File: config.mk
export PLATFORM = sky130hd
export DESIGN_NAME = truth_table_sequencer
export DESIGN_NICKNAME = d
export VERILOG_FILES = /design/src/rtl/truth_table_sequencer.sv
export SDC_FILE = /design/constraint.sdc
export NUM_CORES = 1
export LEC_CHECK = 0
export BUFFER_PORTS_ARGS = -buffer_cell sky130_fd_sc_hd__buf_4
export CORE_AREA = 3 3 52 66
export CTS_BUF_LIST = sky130_fd_sc_hd__clkbuf_16
export DETAILED_ROUTE_END_ITERATION = 6
export DIE_AREA = 0 0 55 69
export MAX_ROUTING_LAYER = met4
export PLACE_DENSITY_LB_ADDON = 0.1
export SETUP_SLACK_MARGIN = 0.5
export SLEW_MARGIN = 20
export SYNTH_ARGS = -nofsm -noshare
export SYNTH_HDL_FRONTEND = slang
export SYNTH_SLANG_ARGS = --single-unit
File: constraint.sdc
create_clock -name clk -period 2.2 [get_ports clk]
set_input_delay 0.55 -clock clk [delete_from_list [all_inputs] [get_ports clk]]
set_output_delay 0.55 -clock clk [all_outputs]
set_load 0.02 [all_outputs]
File: src/rtl/truth_table_sequencer.sv
// Clocked truth-table sweep: drives every input vector 0..2^N_IN-1 to a small
// combinational block, samples its output after HOLD cycles and packs the results.
module truth_table_sequencer #(
    parameter int N_IN = 2,
    parameter int HOLD = 10
) (
    input  logic                   clk,
    input  logic                   rst,
    input  logic                   start,
    input  logic                   dut_y,
    output logic [N_IN-1:0]        vec_out,
    output logic                   busy,
    output logic                   done,
    output logic [(1<<N_IN)-1:0]   result
);

    localparam int NV = 1 << N_IN;
    localparam int IW = N_IN + 1;
    localparam int HW = $clog2(HOLD) + 1;
    localparam logic [IW-1:0] IDX_LAST  = IW'(NV - 1);
    localparam logic [HW-1:0] HOLD_LAST = HW'(HOLD - 1);

    typedef enum logic [1:0] {
        IDLE,
        DRIVE,
        DONE
    } state_t;

    state_t            state_q, state_d;
    logic [IW-1:0]     idx_q, idx_d;
    logic [HW-1:0]     hold_cnt_q, hold_cnt_d;
    logic [N_IN-1:0]   vec_out_q, vec_out_d;
    logic              busy_q, busy_d;
    logic              done_q, done_d;
    logic [NV-1:0]     result_q, result_d;

    always_comb begin
        state_d    = state_q;
        idx_d      = idx_q;
        hold_cnt_d = hold_cnt_q;
        vec_out_d  = vec_out_q;
        busy_d     = busy_q;
        done_d     = 1'b0;
        result_d   = result_q;

        case (state_q)
            IDLE: begin
                vec_out_d = '0;
                busy_d    = 1'b0;
                if (start) begin
                    state_d    = DRIVE;
                    idx_d      = '0;
                    hold_cnt_d = '0;
                    result_d   = '0;
                    busy_d     = 1'b1;
                end
            end
            DRIVE: begin
                // Outputs are registered, so the next vector is loaded on the
                // same edge that captures the current one.
                if (hold_cnt_q == HOLD_LAST) begin
                    result_d[idx_q[N_IN-1:0]] = dut_y;
                    hold_cnt_d = '0;
                    if (idx_q == IDX_LAST) begin
                        state_d   = DONE;
                        busy_d    = 1'b0;
                        done_d    = 1'b1;
                        vec_out_d = '0;
                    end else begin
                        idx_d     = idx_q + IW'(1);
                        vec_out_d = idx_d[N_IN-1:0];
                    end
                end else begin
                    hold_cnt_d = hold_cnt_q + HW'(1);
                end
            end
            DONE: begin
                state_d   = IDLE;
                vec_out_d = '0;
                busy_d    = 1'b0;
            end
            default: begin
                state_d = IDLE;
            end
        endcase
    end

    always_ff @(posedge clk) begin
        if (rst) begin
            state_q    <= IDLE;
            idx_q      <= '0;
            hold_cnt_q <= '0;
            vec_out_q  <= '0;
            busy_q     <= 1'b0;
            done_q     <= 1'b0;
            result_q   <= '0;
        end else begin
            state_q    <= state_d;
            idx_q      <= idx_d;
            hold_cnt_q <= hold_cnt_d;
            vec_out_q  <= vec_out_d;
            busy_q     <= busy_d;
            done_q     <= done_d;
            result_q   <= result_d;
        end
    end

    assign vec_out = vec_out_q;
    assign busy    = busy_q;
    assign done    = done_q;
    assign result  = result_q;

endmodule

# After elaboration in Yosys (flattened, before gate mapping)
# Cells that the tools add are included.
totals:
  ff_bits: 18
  in_bits: 4
  output_inout_bits: 8
  wordCells: 59
op_classes:
  add_sub_neg: 2
  order_cmp: 2
  eq_ne: 8
  muxes: 25
  bitwise: 2
  n_reduce_logical: 13
op_table:
  columns: ["op", "count"]
  rows:
  - ["2-bit two-way mux", 5]
  - ["5-bit two-way mux", 2]
  - ["5-bit one-hot mux with 2 select lines", 1]
  - ["3-bit two-way mux", 3]
  - ["3-bit AND reduction", 3]
  - ["4-bit two-way mux", 2]
  - ["2-bit != test, second input constant", 4]
  - ["2-bit one-hot mux with 2 select lines", 2]
  - ["4-bit one-hot mux with 2 select lines", 1]
  - ["3-bit one-hot mux with 2 select lines", 1]
  - ["5-bit by 1-bit adder with 5-bit output, second input constant", 1]
  - ["5-bit by 4-bit == test with 1-bit output, second input constant", 1]
  - ["1-bit two-way mux", 5]
  - ["4-bit bitwise mux", 1]
  - ["2-bit AND reduction", 2]
  - ["4-bit AND reduction", 1]
  - ["2-bit nonzero test", 2]
  - ["3-bit by 1-bit adder with 3-bit output, second input constant", 1]
  - ["3-bit by 2-bit == test with 1-bit output, second input constant", 1]
  - ["2-bit by 3-bit < comparator with 1-bit output, second input constant", 1]
  - ["1-bit one-hot mux with 3 select lines", 1]
  - ["3-bit nonzero test", 1]
  - ["3-bit OR reduction", 1]
  - ["1-bit demux with 2-bit select", 1]
  - ["other kinds (7)", 8]

# Longest topological paths before layout
depth:
  word_depth: 7
  mapped_depth: 7

# Least setup slack after synthesis
# Ideal clock, no wire load.
synth_timing:
  path_kind: "register to register"
  from: "reg state_q[0]"
  to: "reg idx_q[0]"
  arrival_ns: 1.573
  slack_ns: 0.552
  path_stages_with_launch: 7
  path_cell_list: "dfxtp_1 -> inv_1 -> ha_1 -> mux2i_1 -> a21o_1 -> or3_4 -> o22ai_1"
synth_via:
  elab_chain_cells: 3
synth_lines:
  columns: ["element", "line_no", "rtl"]
  rows:
  - ["start: declaration", "29", "state_t state_q, state_d;"]
  - ["start signal: assignment", "98", "state_q <= state_d;"]
  - ["2-bit by 1-bit == test with 1-bit output or 2-bit logical NOT (tied branches)", "46", "case (state_q)"]
  - ["2-bit != test (no source line) or 2-bit nonzero test (tied branches)", null, null]
  - ["4-bit AND reduction (no source line)", null, null]
  - ["end signal: assignment", "99", "idx_q <= idx_d;"]
  - ["end: declaration", "30", "logic [IW-1:0] idx_q, idx_d;"]
# Several ways; a longest one is shown, not always the timed one.
# A chain may end at the register's enable or synchronous reset.

# Worst setup path in the final report
layout_timing:
  from: "reg state_q[1]"
  to: "reg idx_q[0]"
# The elaborated chain is that of the path after synthesis.

==> out/results.ini <==
[floorplanning]
ios=12
die_h_um=69
die_width_um=55
fp-row-count=22
coreArea_um2=2918
start_util_pct=33.45
dieArea_um2=3795

[worst_setup_path]
slowest_delay_ns=0.36
end_kind=flip-flop
crit_fanout=6
r2r-end=idx_q[0]
worstPathArrival_ns=1.79
ff2ff_setup_slack_ns=0.58
start_kind=flip-flop
path_cells=inv_2 > ha_4 > mux2i_4 > a21o_1 > or3_4 > o22ai_1
critPathCapture=idx_q[0]
worst_ep_required_time_ns=2.37
r2r-start=state_q[1]
cp_slowest_cell=or3_4
critPathKind=flip-flop to flip-flop
cp-startpoint=state_q[1]
reg2reg_depth=6

[power_and_ir_drop]
p_per_area_nw_per_um2=655.4
max-vdd-ir-drop_mv=0.3044
totalPowerFinal_uw=843.0
p_leak_nw=0.4945

[timing]
finalSetupViolCount=0
tightest_slew_ns=0.3044
rsz0062_at_grt=false
hold_viol_final=0
tns_ns=0
period_needed_ns=1.621
fin_crit_sh_pct=73.68
setup_ws_ns=0.5790
maxSlewViolCount=0
max_freq_ghz=0.6169
slew_headroom_pct=79.67
skew_ns=0.0005904

[global_routing]
grt_start_max_net_pins=22
grtUsageTotal_pct=13.30
grt_pass1_vias=820
antenna_found_initial=0
grt_pass1_wl_um=3650
grt_overflow=0

[cts]
h-tree-depth=1
clock-sinks=18
cts-root-buf=clkbuf_16
cts_buffers=3
cts.clk_slew.worst_paths_ns=0.05
cts_hold_buf=0
insertion_delay_ns=0.25
clockBufferDepth=2
cts_tree=built

[layout]
area_delta_synth_final_pct=31.79
layout_commonest_cell=buf_4
fill_cells=314
drive_gt1_share_pct=28.46
fin_nets=147
antenna_cells=0
final_cell_mix=buf_4 (15), dfxtp_1 (14), nand3_1 (10), nor2_1 (10), a21oi_1 (10)

[place]
place_congestion=0.7923
preCtsSetupSlack_ns=0.2685
numPortBuffers=11
dp_hpwl_um=1553

[logic_synthesis]
synth_seq_cells=18
synth_flop_cell=dfxtp_1
netlist_area_um2=975.9
yosysSeqAreaShare_pct=36.92
yosys_warnings=0
syn_inst=115
synth_fp_nets=130
async_flop_share_pct=0
syn_avg_cell_area_um2=8.486
synth_edf_count=0
synth_cell_types=28

[run_status]
status=complete, no violations

[job]
maxCapViolCount=0

[detailed_routing]
via_per_inst=5.090
drt_wl_total_um=2145
via_count=845
drc_errors=0
antenna_left=0
wl_per_cell_um=12.92
first_pass_iters=2
drtIter0Drc=18

[worst_hold_path]
hold_class=flip-flop to flip-flop

synthesized netlist by cell type (2+ instances only):
library cell / instances / share of area [%]
or4b_1: 2 / 2.1
nor2_1: 10 / 3.8
a211oi_1: 2 / 1.5
dfxtp_1: 18 / 37
a21oi_1: 10 / 5.1
nor4_1: 2 / 1.3
o21ai_0: 6 / 3.1
nand2_1: 5 / 1.9
o32ai_1: 2 / 1.8
nand2b_1: 4 / 2.6
inv_1: 9 / 3.5
or2_2: 2 / 1.3
mux2i_1: 3 / 3.1
ha_1: 11 / 14
clkbuf_1: 4 / 1.5
nor3_1: 3 / 1.5
a31oi_1: 2 / 1.3
nand3_1: 10 / 5.1
how the worst min path moves through the flow:
stage / from / endpoint / slack, ns / depth (start not counted)
after CTS: vec_out[1] / vec_out[1] / 0.47 / 2
after detailed placement: vec_out[1] / vec_out[1] / 0.46 / 2
after global routing: busy / busy / 0.49 / 2
after floorplan: idx_q[2] / idx_q[2] / 0.47 / 2
after global placement: vec_out[1] / vec_out[1] / 0.46 / 2
final: vec_out[1] / vec_out[1] / 0.47 / 2
routing by layer:
metal / part of all wire, % / up-vias / routed length (um) / global-route usage [%]
met4: 1.4 / 0 / 30 / 4.865
met5: 0 / - / 0 / -
met3: 2.8 / 4 / 59 / 2.592
li1: - / 437 / - / -
met1: 46 / 394 / 980 / 16.62
met2: 50 / 10 / 1074 / 20.66
stage by stage:
stage | hold slack, ns | instances | area [um^2] | util, %
2_1_floorplan | 0.4660 | 115 | 975.9 | -
3_3_place_gp | 0.4636 | 160 | 1104 | 37.82
3_5_place_dp | 0.4634 | 160 | 1104 | 37.82
4_1_cts | 0.4728 | 165 | 1247 | 42.75
5_1_grt | 0.4889 | 166 | 1286 | 44.08
6_report | 0.4697 | 166 | 1286 | 44.08
report_power, final:
group / leakage (nW) / switching (mW) / total, mW / internal, mW
clock: 0.0370 / 0.116 / 0.355 / 0.239
sequential: 0.147 / 0.00858 / 0.345 / 0.337
combinational: 0.310 / 0.0776 / 0.142 / 0.0648
total: 0.495 / 0.202 / 0.843 / 0.641
state kept, by name, summed over array words and instances, names as in the netlist:
register and cells:
busy 1, done 1, hold_cnt_q 5, idx_q 3, result 4, state_q 2
vec_out 2
repair_timing:
| action | CTS | global route |
|---|---|---|
| resized for setup | 11 | 9 |
| buffers inserted | 2 | 1 |
| hold endpoints to repair | 0 | 0 |
| pin swaps | 0 | 1 |
| setup endpoints to repair | 10 | 9 |
| gates cloned | 0 | 0 |
critical path: cells and delay by family, from the launching register on:
kind / cells / cell delay [ns]
adders and majority gates: 1 / 0.18
muxes: 1 / 0.21
DFF: 1 / 0.35
and+or+nand+nor: 1 / 0.36
AOI/OAI and AO/OA: 2 / 0.39
buffers and inverters: 1 / 0.06
final cells by class:
| cell class | instances | area (um^2) | area share (%) |
|---|---|---|---|
| inverter | 10 | 42.54 | 3.307 |
| multi-input combinational | 83 | 634.4 | 49.32 |
| clock buffer | 3 | 75.07 | 5.837 |
| sequential | 18 | 365.4 | 28.40 |
| timing repair buffer | 16 | 123.9 | 9.630 |
| tap | 36 | 45.04 | 3.502 |
cell families after synthesis:
family                     Yosys count  synth area share (%)
AOI/OAI and AO/OA                   26                 15.90
and+or+nand+nor                     43                 24.62
muxes                                3                 3.077
DFF                                 18                 36.92
buffers and inverters               14                 5.384
adders and majority gates           11                 14.10
Note: power is estimated with default switching activity, not from simulation.
